<file path="src/rtl/tx_serializer_if.sv">
// Parallel word handshake between a word source and tx_serializer.
interface tx_serializer_if #(
    parameter int unsigned WIDTH = 8
);
    logic [WIDTH-1:0] din;
    logic             din_valid;
    logic             din_ready;

    modport master (
        output din,
        output din_valid,
        input  din_ready
    );

    modport slave (
        input  din,
        input  din_valid,
        output din_ready
    );
endinterface

</file>
<file path="src/rtl/tx_serializer.sv">
// Parallel-to-serial transmitter for a 1-bit DAC: one-word hold buffer,
// gapless back-to-back words, sticky underflow flag and a PRBS7 test source.
module tx_serializer #(
    parameter int unsigned WIDTH     = 8,
    parameter bit          MSB_FIRST = 1'b1,
    parameter logic        IDLE_VAL  = 1'b0
) (
    input  logic            clk,
    input  logic            rst,
    input  logic            en,
    input  logic            prbs_en,
    input  logic            clr_err,
    tx_serializer_if.slave  bus,
    output logic            dout,
    output logic            word_start,
    output logic            underflow
);
    localparam int unsigned      CW   = (WIDTH > 1) ? $clog2(WIDTH) : 1;
    localparam logic [CW-1:0]    LAST = CW'(WIDTH - 1);

    typedef enum logic {IDLE, SHIFT} state_t;

    state_t           state_q, state_d;
    logic [WIDTH-1:0] hold_q, hold_d;
    logic             hold_full_q, hold_full_d;
    logic [WIDTH-1:0] shreg_q, shreg_d;
    logic [CW-1:0]    cnt_q, cnt_d;
    logic [6:0]       lfsr_q, lfsr_d;
    logic             dout_q, dout_d;
    logic             ws_q, ws_d;
    logic             uf_q, uf_d;
    logic             ready;
    logic             accept;
    logic             transfer;
    logic             set_uf;

    // Bit of a word sent at position idx in transmission order.
    function automatic logic pick(input logic [WIDTH-1:0] w, input logic [CW-1:0] idx);
        logic [CW-1:0] pos;
        pos = MSB_FIRST ? (LAST - idx) : idx;
        return w[pos];
    endfunction

    assign ready         = en & ~prbs_en & ~hold_full_q & ~rst;
    assign bus.din_ready = ready;
    assign dout          = dout_q;
    assign word_start    = ws_q;
    assign underflow     = uf_q;

    // Next-state logic: handshake, word transfer, bit shifting, PRBS and underflow.
    always_comb begin
        state_d     = state_q;
        hold_d      = hold_q;
        hold_full_d = hold_full_q;
        shreg_d     = shreg_q;
        cnt_d       = cnt_q;
        lfsr_d      = lfsr_q;
        dout_d      = dout_q;
        ws_d        = 1'b0;
        uf_d        = uf_q;
        set_uf      = 1'b0;
        accept      = bus.din_valid & ready;
        transfer    = en & ~prbs_en & hold_full_q &
                      ((state_q == IDLE) || (cnt_q == LAST));

        if (en) begin
            if (prbs_en) begin
                lfsr_d  = {lfsr_q[5:0], lfsr_q[6] ^ lfsr_q[5]};
                dout_d  = lfsr_q[6];
                state_d = IDLE;
                uf_d    = 1'b0;
            end else begin
                if (transfer) begin
                    shreg_d     = hold_q;
                    hold_full_d = 1'b0;
                    cnt_d       = '0;
                    state_d     = SHIFT;
                    dout_d      = pick(hold_q, '0);
                    ws_d        = 1'b1;
                end else if (state_q == SHIFT) begin
                    if (cnt_q != LAST) begin
                        cnt_d  = cnt_q + CW'(1);
                        dout_d = pick(shreg_q, cnt_q + CW'(1));
                    end else begin
                        state_d = IDLE;
                        dout_d  = IDLE_VAL;
                        set_uf  = 1'b1;
                    end
                end else begin
                    dout_d = IDLE_VAL;
                end

                // A fresh underflow wins over a simultaneous clear.
                if (set_uf) begin
                    uf_d = 1'b1;
                end else if (clr_err) begin
                    uf_d = 1'b0;
                end

                // Acceptance never coincides with a transfer: ready needs an empty hold.
                if (accept) begin
                    hold_d      = bus.din;
                    hold_full_d = 1'b1;
                end
            end
        end
    end

    // State registers with synchronous reset; en=0 is handled by the hold defaults above.
    always_ff @(posedge clk) begin
        if (rst) begin
            state_q     <= IDLE;
            hold_q      <= '0;
            hold_full_q <= 1'b0;
            shreg_q     <= '0;
            cnt_q       <= '0;
            lfsr_q      <= 7'h7F;
            dout_q      <= IDLE_VAL;
            ws_q        <= 1'b0;
            uf_q        <= 1'b0;
        end else begin
            state_q     <= state_d;
            hold_q      <= hold_d;
            hold_full_q <= hold_full_d;
            shreg_q     <= shreg_d;
            cnt_q       <= cnt_d;
            lfsr_q      <= lfsr_d;
            dout_q      <= dout_d;
            ws_q        <= ws_d;
            uf_q        <= uf_d;
        end
    end
endmodule

</file>
<file path="src/flat_wrapper.sv">
// flat-port wrapper written by rule: the top's interface ports become plain ports
module tx_serializer_flat 
#(
    parameter int unsigned WIDTH     = 8,
    parameter bit          MSB_FIRST = 1'b1,
    parameter logic        IDLE_VAL  = 1'b0
)
  (clk, rst, en, prbs_en, clr_err, dout, word_start, underflow, bus_din, bus_din_valid, bus_din_ready);
  tx_serializer_if #(.WIDTH(WIDTH)) bus_i ();
  input  logic clk;
  input  logic rst;
  input  logic en;
  input  logic prbs_en;
  input  logic clr_err;
  output logic dout;
  output logic word_start;
  output logic underflow;
  input wire logic [$bits(bus_i.din)-1:0] bus_din;
  input wire logic [$bits(bus_i.din_valid)-1:0] bus_din_valid;
  output wire logic [$bits(bus_i.din_ready)-1:0] bus_din_ready;
  assign bus_i.din = bus_din;
  assign bus_i.din_valid = bus_din_valid;
  assign bus_din_ready = bus_i.din_ready;
  tx_serializer #(.WIDTH(WIDTH), .MSB_FIRST(MSB_FIRST), .IDLE_VAL(IDLE_VAL)) u_core (.clk(clk), .rst(rst), .en(en), .prbs_en(prbs_en), .clr_err(clr_err), .bus(bus_i), .dout(dout), .word_start(word_start), .underflow(underflow));
endmodule
</file>
<file path="config.mk">
export PLATFORM = sky130hd
export DESIGN_NAME = tx_serializer_flat
export DESIGN_NICKNAME = d
export VERILOG_FILES = /design/src/rtl/tx_serializer_if.sv /design/src/rtl/tx_serializer.sv /design/src/flat_wrapper.sv
export SDC_FILE = /design/constraint.sdc
export NUM_CORES = 1
export LEC_CHECK = 0
export CAP_MARGIN = 20
export CORE_ASPECT_RATIO = 1.75
export CORE_UTILIZATION = 56
export DETAILED_ROUTE_END_ITERATION = 10
export GPL_TIMING_DRIVEN = 1
export HOLD_SLACK_MARGIN = 0.06
export PLACE_DENSITY_LB_ADDON = 0.3
export SYNTH_ARGS = -nofsm -noshare
export SYNTH_HDL_FRONTEND = slang
export SYNTH_SLANG_ARGS = --single-unit
</file>
<file path="constraint.sdc">
create_clock -name clk -period 3.8 [get_ports clk]
set_input_delay 0.76 -clock clk [delete_from_list [all_inputs] [get_ports clk]]
set_output_delay 0.76 -clock clk [all_outputs]
set_load 0.02 [all_outputs]
</file>
==> run_results.csv, run 1 <==
group,metric,value,unit
yosys,yosys_register_bits,31,
die,die_x,38.3,um
power_and_ir_drop,ir_drop,0.287,mV
yosys,syn_area,1290,um2
hold_path,hp-class,"reg2reg",
worst_setup_path,critPathKind,"in2out",
cells_and_area,nets,176,
timing,skew,5.04,ps
worst_setup_path,slowest_stage,"clkdlybuf4s50_1",
clock_network,ctsResizeCount,0,
worst_setup_path,critPathTopFamily,"buffers and inverters",
power_and_ir_drop,power.density,376,nW/um2
yosys,syn-num-nets,160,
timing,period_share,82.9,%
worst_setup_path,worstPathRequired,3040,ps
timing,tightest_slew,555,ps
timing,setup_tns,0,ps
route,routed_wl,2560,um
route,first_iter_violations,25,
worst_setup_path,crit_fanout,12,
cells_and_area,area_growth,16.9,%
cells_and_area,multi_input_area,622,um2
timing,setup_violations,0,
global_routing,grt_overflow,0,
outcome,status,"finished, final reports clean",
global_routing,grt_max_degree,34,
worst_setup_path,path_cells,"clkdlybuf4s50_1, nand2b_1, nor3_1, clkdlybuf4s50_1",
global_routing,antenna_found_initial,0,
clock_network,clk_latency,330,ps
clock_network,clock-root-buffer,"clkbuf_4",
cells_and_area,final_common_cell,"dfxtp_1",
global_routing,grt_pass1_vias,1015,
worst_setup_path,crit_buf_inv,2,
route,ant_nets,0,
route,viasPerCell,5.77,
clock_network,cts_max_level,2,
cells_and_area,n_antenna_cell,0,
die,ios,18,
worst_setup_path,critPathMaxStageDelay,630,ps
clock_network,cts_made_buffers,5,
die,core_area,2150,um2
timing,rsz0062_at_grt,"no",
timing,layout_min_cycle_time,3150,ps
worst_setup_path,start_kind,"input pin",
clock_network,cts_hold_buf,0,
die,die_h,65.5,um
yosys,synth.yosys.seq_area_share,48.1,%
cells_and_area,fill_cells,179,
placed_design,hpwl,1890,um
route,firstDrtPassIters,4,
worst_setup_path,crit_path_frequent_cell,"clkdlybuf4s50_1",
timing,whs,460,ps
clock_network,clk_path_buf_depth,2,
cells_and_area,layout_common_cells,"dfxtp_1 (31), nand2_1 (21), clkdlybuf4s50_1 (17)",
run,cap_viol_max_count,0,
clock_network,cts_tree,"built",
worst_setup_path,cp.arrival,2390,ps
route,via_count,1061,
route,route.detailed.drc,0,
timing,fmaxAchievable,317,MHz
clock_network,post_cts_buffers,0,
global_routing,grt_pass1_wl,4130,um
die,die-area,2510,um2
yosys,yosys_warnings,0,
power_and_ir_drop,power.static_leakage,0.609,nW
die,rows,22,
cells_and_area,drive_gt1_share,5.63,%
placed_design,io_buffers,17,
global_routing,track_usage,24.4,%
timing,finalMaxSlewViolations,0,
placed_design,routabilityCongestion,0.860,
route,wire_per_inst,13.9,um
die,initial_utilization,60.1,%
clock_network,cts.sinks,31,
cells_and_area,register_area,621,um2
clock_network,clkSlewWorstSetupHoldPaths,90,ps
yosys,netlist_instances,143,
timing,finalHoldViolCount,0,
worst_setup_path,crit_path_end_kind,"primary output",
yosys,yosysUniqueCellTypes,22,
timing,max-slew-margin-rel,62.9,%
yosys,avgSynthCellArea,9.02,um2
==> cell type report <==
| cell class | instances | share of cell area (%) |
|---|---|---|
| Tap cell | 24 | 1.99 |
| Clock inverter | 1 | 0.332 |
| Clock buffer | 7 | 2.99 |
| Timing Repair Buffer | 19 | 12.3 |
| Multi-Input combinational cell | 102 | 41.2 |
| Sequential cell | 31 | 41.2 |
==> stage by stage <==
step	cells	setup slack [ps]	area (um2)	util [%]	total power, W
after global placement	176	705	1460	67.9	0.000397
after global routing	184	579	1510	70.2	0.000598
after CTS	184	647	1510	70.2	0.000573
after detailed placement	176	650	1460	67.9	0.000399
final	184	649	1510	70.2	0.000567
after floorplan	143	1450	1290	-	0.000375
==> worst reg2reg max path, stage by stage (launching register included) <==
cell     delay [ps]
dfxtp_1         350
ha_1            240
ha_1            330
mux4_2          490
or4_1           400
o21ai_0          80
==> synth_stat cells <==
cell	instances	share of area [%]
dfxtp_1	31	48
mux2i_1	12	9.3
nor3_1	2	0.78
or4_1	1	0.58
buf_6	1	0.87
xnor2_1	1	0.68
nor2_1	13	3.8
a21oi_1	16	6.2
buf_2	2	0.78
nand2_1	21	6.1
and3_1	7	3.4
nand2b_1	2	0.97
ha_1	3	2.9
nand3_1	3	1.2
clkbuf_1	7	2.0
nand4_1	3	1.5
o21ai_0	6	2.3
a211o_1	7	4.8
a22oi_1	1	0.58
or3_1	1	0.49
mux4_2	1	1.7
nor2b_1	2	0.97
==> metal layers <==
layer / GRT usage (%) / vias to the layer above / share of wire (%)
met1: 20.4 / 495 / 35
met3: 9.80 / 9 / 3.9
li1: - / 529 / -
met4: 16.1 / 0 / 4.0
met2: 43.4 / 28 / 57
met5: 0 / - / 0
==> power by group <==
group,leakage (nW),switching (W),total (W),internal (W)
registers,0.252,0.00000622,0.000339,0.000333
clock network,0.0293,0.000104,0.000176,0.0000719
logic,0.328,0.0000247,0.0000520,0.0000273
==> state kept, by name, indices dropped and copies added (netlist names) <==
signal,cells
u_core.shreg_q,8
u_core.dout,1
u_core.underflow,1
u_core.hold_full_q,1
u_core.state_q,1
u_core.hold_q,8
u_core.cnt_q,3
u_core.word_start,1
u_core.lfsr_q,7
==> logic make-up (layout without fill, tap and decap cells) <==
family | count (synthesis) | after routing | synth area share [%]
compound gates | 30 | 30 | 13.9
flops | 31 | 31 | 48.1
mux | 13 | 13 | 11.1
simple gates | 55 | 55 | 19.7
xor+xnor | 1 | 1 | 0.679
fa+ha+maj | 3 | 3 | 2.91
buf+inv | 10 | 27 | 3.69
==> worst paths after layout <==
check	start	to	slack (ps)	cells past startpoint
max	prbs_en	bus_din_ready	650	4
min	u_core.hold_q[0]	u_core.shreg_q[0]	460	2
max reg2reg	u_core.cnt_q[0]	u_core.dout	1850	5
min reg2reg	u_core.hold_q[0]	u_core.shreg_q[0]	460	2
No activity file was read; power rests on OpenSTA's default activity.
==> run 2: changes to the inputs <==
Settings changed: CORE_UTILIZATION 56 to 47.
Clock period 3.8 ns to 2.68 ns, I/O delays scaled along.
==> run_results.csv, run 2 (synthesized netlist as in run 1, its figures left out) <==
group,metric,value,unit
power_and_ir_drop,power.density,604,nW/um2
placed_design,io_buffers,17,
timing,max-slew-margin-rel,65.9,%
timing,layout_min_cycle_time,2460,ps
clock_network,post_cts_buffers,0,
timing,fmaxAchievable,406,MHz
global_routing,grt_max_degree,34,
die,ios,18,
die,die-area,2970,um2
cells_and_area,n_antenna_cell,0,
die,die_h,71.3,um
timing,tightest_slew,510,ps
route,route.detailed.drc,0,
route,first_iter_violations,35,
clock_network,cts_made_buffers,5,
route,via_count,1060,
timing,rsz0062_at_grt,"no",
power_and_ir_drop,power.static_leakage,0.641,nW
cells_and_area,drive_gt1_share,7.41,%
die,rows,24,
cells_and_area,fill_cells,227,
global_routing,grt_overflow,0,
clock_network,cts_tree,"built",
clock_network,cts.sinks,31,
clock_network,cts_hold_buf,0,
route,firstDrtPassIters,4,
clock_network,clock-root-buffer,"clkbuf_8",
worst_setup_path,crit_fanout,4,
timing,finalHoldViolCount,0,
worst_setup_path,worstPathRequired,2140,ps
clock_network,cts_max_level,2,
run,cap_viol_max_count,0,
placed_design,routabilityCongestion,0.742,
timing,period_share,91.9,%
cells_and_area,layout_common_cells,"dfxtp_1 (31), nand2_1 (21), clkdlybuf4s50_1 (17)",
worst_setup_path,start_kind,"input pin",
placed_design,hpwl,1780,um
cells_and_area,register_area,621,um2
global_routing,antenna_found_initial,0,
timing,skew,4.75,ps
die,core_area,2550,um2
global_routing,grt_pass1_vias,1047,
worst_setup_path,crit_path_end_kind,"primary output",
worst_setup_path,cp.arrival,1930,ps
global_routing,track_usage,19.3,%
route,routed_wl,2520,um
cells_and_area,multi_input_area,622,um2
die,initial_utilization,50.5,%
cells_and_area,final_common_cell,"dfxtp_1",
timing,setup_tns,0,ps
power_and_ir_drop,ir_drop,0.630,mV
worst_setup_path,critPathKind,"in2out",
route,ant_nets,0,
route,wire_per_inst,13.4,um
hold_path,hp-class,"reg2reg",
clock_network,clk_path_buf_depth,2,
cells_and_area,nets,178,
cells_and_area,top_regs,"u_core.hold_q (8), u_core.shreg_q (8), u_core.lfsr_q (7)",
clock_network,clk_latency,280,ps
timing,finalMaxSlewViolations,0,
die,die_x,41.6,um
clock_network,ctsResizeCount,0,
clock_network,clkSlewWorstSetupHoldPaths,60,ps
timing,setup_violations,0,
cells_and_area,area_growth,22.1,%
timing,whs,454,ps
outcome,status,"finished, final reports clean",
route,viasPerCell,5.64,
global_routing,grt_pass1_wl,4360,um
==> run 2: report_power, final <==
group          internal (W)  switching (W)  total (W)
clock network      0.000234       0.000162   0.000395
registers          0.000473     0.00000818   0.000481
logic             0.0000406      0.0000348  0.0000753
==> run 2: per-layer routing <==
metal,global-route usage [%],wire length [um],vias to the layer above
li1,-,-,540
met1,18.7,985,485
met2,34.7,1320,27
met3,5.54,103,8
met4,12.2,108,0
met5,0,0,-
==> run 2: final timing paths <==
path	startpoint	end	slack [ps]	cells past startpoint
worst min register to register	u_core.lfsr_q[1]	u_core.lfsr_q[1]	450	1
worst max-delay path	prbs_en	bus_din_ready	220	4
worst min-delay path	u_core.lfsr_q[1]	u_core.lfsr_q[1]	450	1
worst max register to register	u_core.cnt_q[0]	u_core.dout	720	5
==> run 2: critical path: stages <==
cell	delay [ps]
clkdlybuf4s50_1	410
nand2b_1	200
nor3_1	150
clkdlybuf4s50_1	630
==> run 2: area by class of cell <==
type | instances | area share (%)
multi-input cells | 102 | 39.5
repair buffers | 21 | 12.7
clock buffers | 8 | 6.35
well taps | 26 | 2.07
flip-flops and latches | 31 | 39.4
==> run 2: through the flow <==
stage | cells | util, % | cell area (um2) | setup slack [ps] | power, W
after global placement | 180 | 57.8 | 1480 | 171 | 0.000565
final | 188 | 61.7 | 1580 | 218 | 0.000952
after detailed placement | 180 | 57.8 | 1480 | 127 | 0.000567
after CTS | 188 | 61.7 | 1580 | 208 | 0.000959
after floorplan | 143 | - | 1290 | 781 | 0.000532
after global routing | 188 | 61.7 | 1580 | 124 | 0.000983
==> run 3: changes to the inputs <==
Settings changed: SKIP_CTS_REPAIR_TIMING set to 1.
==> results of run 3 <==
Final layout, timing and power as in run 2 (identical DEF).
==> RTL change: new RTL, flow settings as in run 2 <==
`WIDTH` is set to 8 in 3 places; all go to 32.
--- a/src/rtl/tx_serializer_if.sv
+++ b/src/rtl/tx_serializer_if.sv
@@ -1,6 +1,6 @@
 // Parallel word handshake between a word source and tx_serializer.
 interface tx_serializer_if #(
-    parameter int unsigned WIDTH = 8
+    parameter int unsigned WIDTH = 32
 );
     logic [WIDTH-1:0] din;
     logic             din_valid;
--- a/src/rtl/tx_serializer.sv
+++ b/src/rtl/tx_serializer.sv
@@ -1,7 +1,7 @@
 // Parallel-to-serial transmitter for a 1-bit DAC: one-word hold buffer,
 // gapless back-to-back words, sticky underflow flag and a PRBS7 test source.
 module tx_serializer #(
-    parameter int unsigned WIDTH     = 8,
+    parameter int unsigned WIDTH     = 32,
     parameter bit          MSB_FIRST = 1'b1,
     parameter logic        IDLE_VAL  = 1'b0
 ) (
--- a/src/flat_wrapper.sv
+++ b/src/flat_wrapper.sv
@@ -1,7 +1,7 @@
 // flat-port wrapper written by rule: the top's interface ports become plain ports
 module tx_serializer_flat 
 #(
-    parameter int unsigned WIDTH     = 8,
+    parameter int unsigned WIDTH     = 32,
     parameter bit          MSB_FIRST = 1'b1,
     parameter logic        IDLE_VAL  = 1'b0
 )
Ports: changed (resized bus_din); port bits go from 18 to 42. The function was not compared with the original's and may differ.
==> RTL change against run 2 <==
Clock skew rose by 0.0018 ns; register-to-register slack got worse by 0.18 ns; critical path depth did not move; final cell count rose to 2.7 times the old value; power grew to 2.7 times the old value; count of clock-buffer cells in the layout increased by 3; critical endpoint unchanged; routed wire length grew to 2.5 times the old value; sequential cell count increased by 50; clock power rose to 2.9 times the old value; worst setup slack improved by 0.011 ns; synthesized area rose to 2.5 times the old value; synthesized cell count increased to 2.7 times the old value; utilization shrank 1.3 points; design area grew to 2.5 times the old value.
==> RTL change: results (changes against run 2) <==
hold_viol: 0  # unchanged
placed_area_sq_mm: 0.00370  # +150%
totalWireLength_mm: 6.38  # +150%
yosysSeqAreaShare_pct: 50.0  # +1.9 points
ir_worst_vdd_uv: 377  # -40%
vias: 2674  # +150%
cellLeakagePower_nw: 1.39  # +120%
grt_pass1_wl_mm: 11.0  # +150%
fin_nets: 467  # +160%
n_fill_cell: 612  # +170%
grt_pass1_vias: 2575  # +150%
first_pass_iters: 5  # +1
gp_congestion: 0.755  # +1.9%
netlist_top_cells_area: "dfxtp_1, nand2_1, a21oi_1, mux4_2, a211o_1"
drive_above_1_share_pct: 8.12  # +0.71 points
port_buffers: 41  # +24
track_usage_pct: 19.9  # +0.56 points
cts-root-buf: "clkbuf_16"
syn_inst: 392  # +170%
hold_depth: 2  # +1
status: "complete, no violations"
clk_latency_ns: 0.33  # +0.05 ns
grt_max_degree: 83  # +140%
viasPerCell: 5.21  # -7.6%
htreeDepth: 3  # +1
synth_cell_types: 37  # +68%
drt_iter0_drc: 133  # +280%
dp_cells: 498  # +180%
tightest_slew_ns: 0.802  # +0.292 ns
worst-path-max-fanout: 2  # -2
preCtsSetupSlack_ns: 0.231  # +0.104 ns
hpwlAfterDp_mm: 4.18  # +130%
area_growth_pct: 22.8
cts_inserted_buffers: 9  # +4
r2r_cells: 6  # +1
RTL change: cell types whose count changed after synthesis, sizes merged, moves of 3 or more:
| cell | delta |
|---|---|
| nand4 | -3 |
| a21oi | +53 |
| nand3 | +5 |
| nand2 | +114 |
| clkbuf | +8 |
| o21ai | -4 |
| mux4 | +3 |
| buf | +10 |
| mux2i | -8 |
| dfxtp | +50 |
| a2111oi | +4 |
RTL change: path summary, 6_finish.rpt:
path | end | slack, ns | start
setup / recovery | bus_din_ready | 0.23 | prbs_en
hold / removal | u_core.shreg_q[15] | 0.45 | u_core.hold_q[15]
setup reg to reg | u_core.dout | 0.54 | u_core.cnt_q[1]
hold reg to reg | u_core.shreg_q[15] | 0.45 | u_core.hold_q[15]
RTL change: logic make-up (layout without fill, tap and decap cells):
| kind of cell | Yosys count | after routing | synth area share [%] |
|---|---|---|---|
| and+or+nand+nor | 176 | 176 | 22.7 |
| AOI/OAI and AO/OA | 93 | 93 | 17.2 |
| DFF | 81 | 81 | 50.0 |
| buffers and inverters | 28 | 67 | 4.01 |
| muxes | 8 | 8 | 4.01 |
| xor gates and xnor gates | 4 | 4 | 1.31 |
| adders and majority gates | 2 | 2 | 0.772 |
RTL change: layout make-up:
cell class                      count  area share [%]
Sequential cell                    81            40.7
Multi-Input combinational cell    283            37.4
Timing Repair Buffer               52            12.3
Clock buffer                       11            5.85
Tap cell                           82            2.58
Clock inverter                      4            1.13
RTL change: routing by layer:
layer / vias up / share of wire, % / GRT usage (%)
met5: - / 0 / 0
met4: 0 / 3.1 / 11.4
met3: 13 / 3.0 / 3.69
met2: 48 / 53 / 35.5
met1: 1220 / 41 / 20.9
li1: 1393 / - / -
RTL change: power by group:
part | switching (W) | internal [W]
Combinational | 0.0000647 | 0.0000774
Sequential | 0.0000111 | 0.00122
Clock | 0.000439 | 0.000711
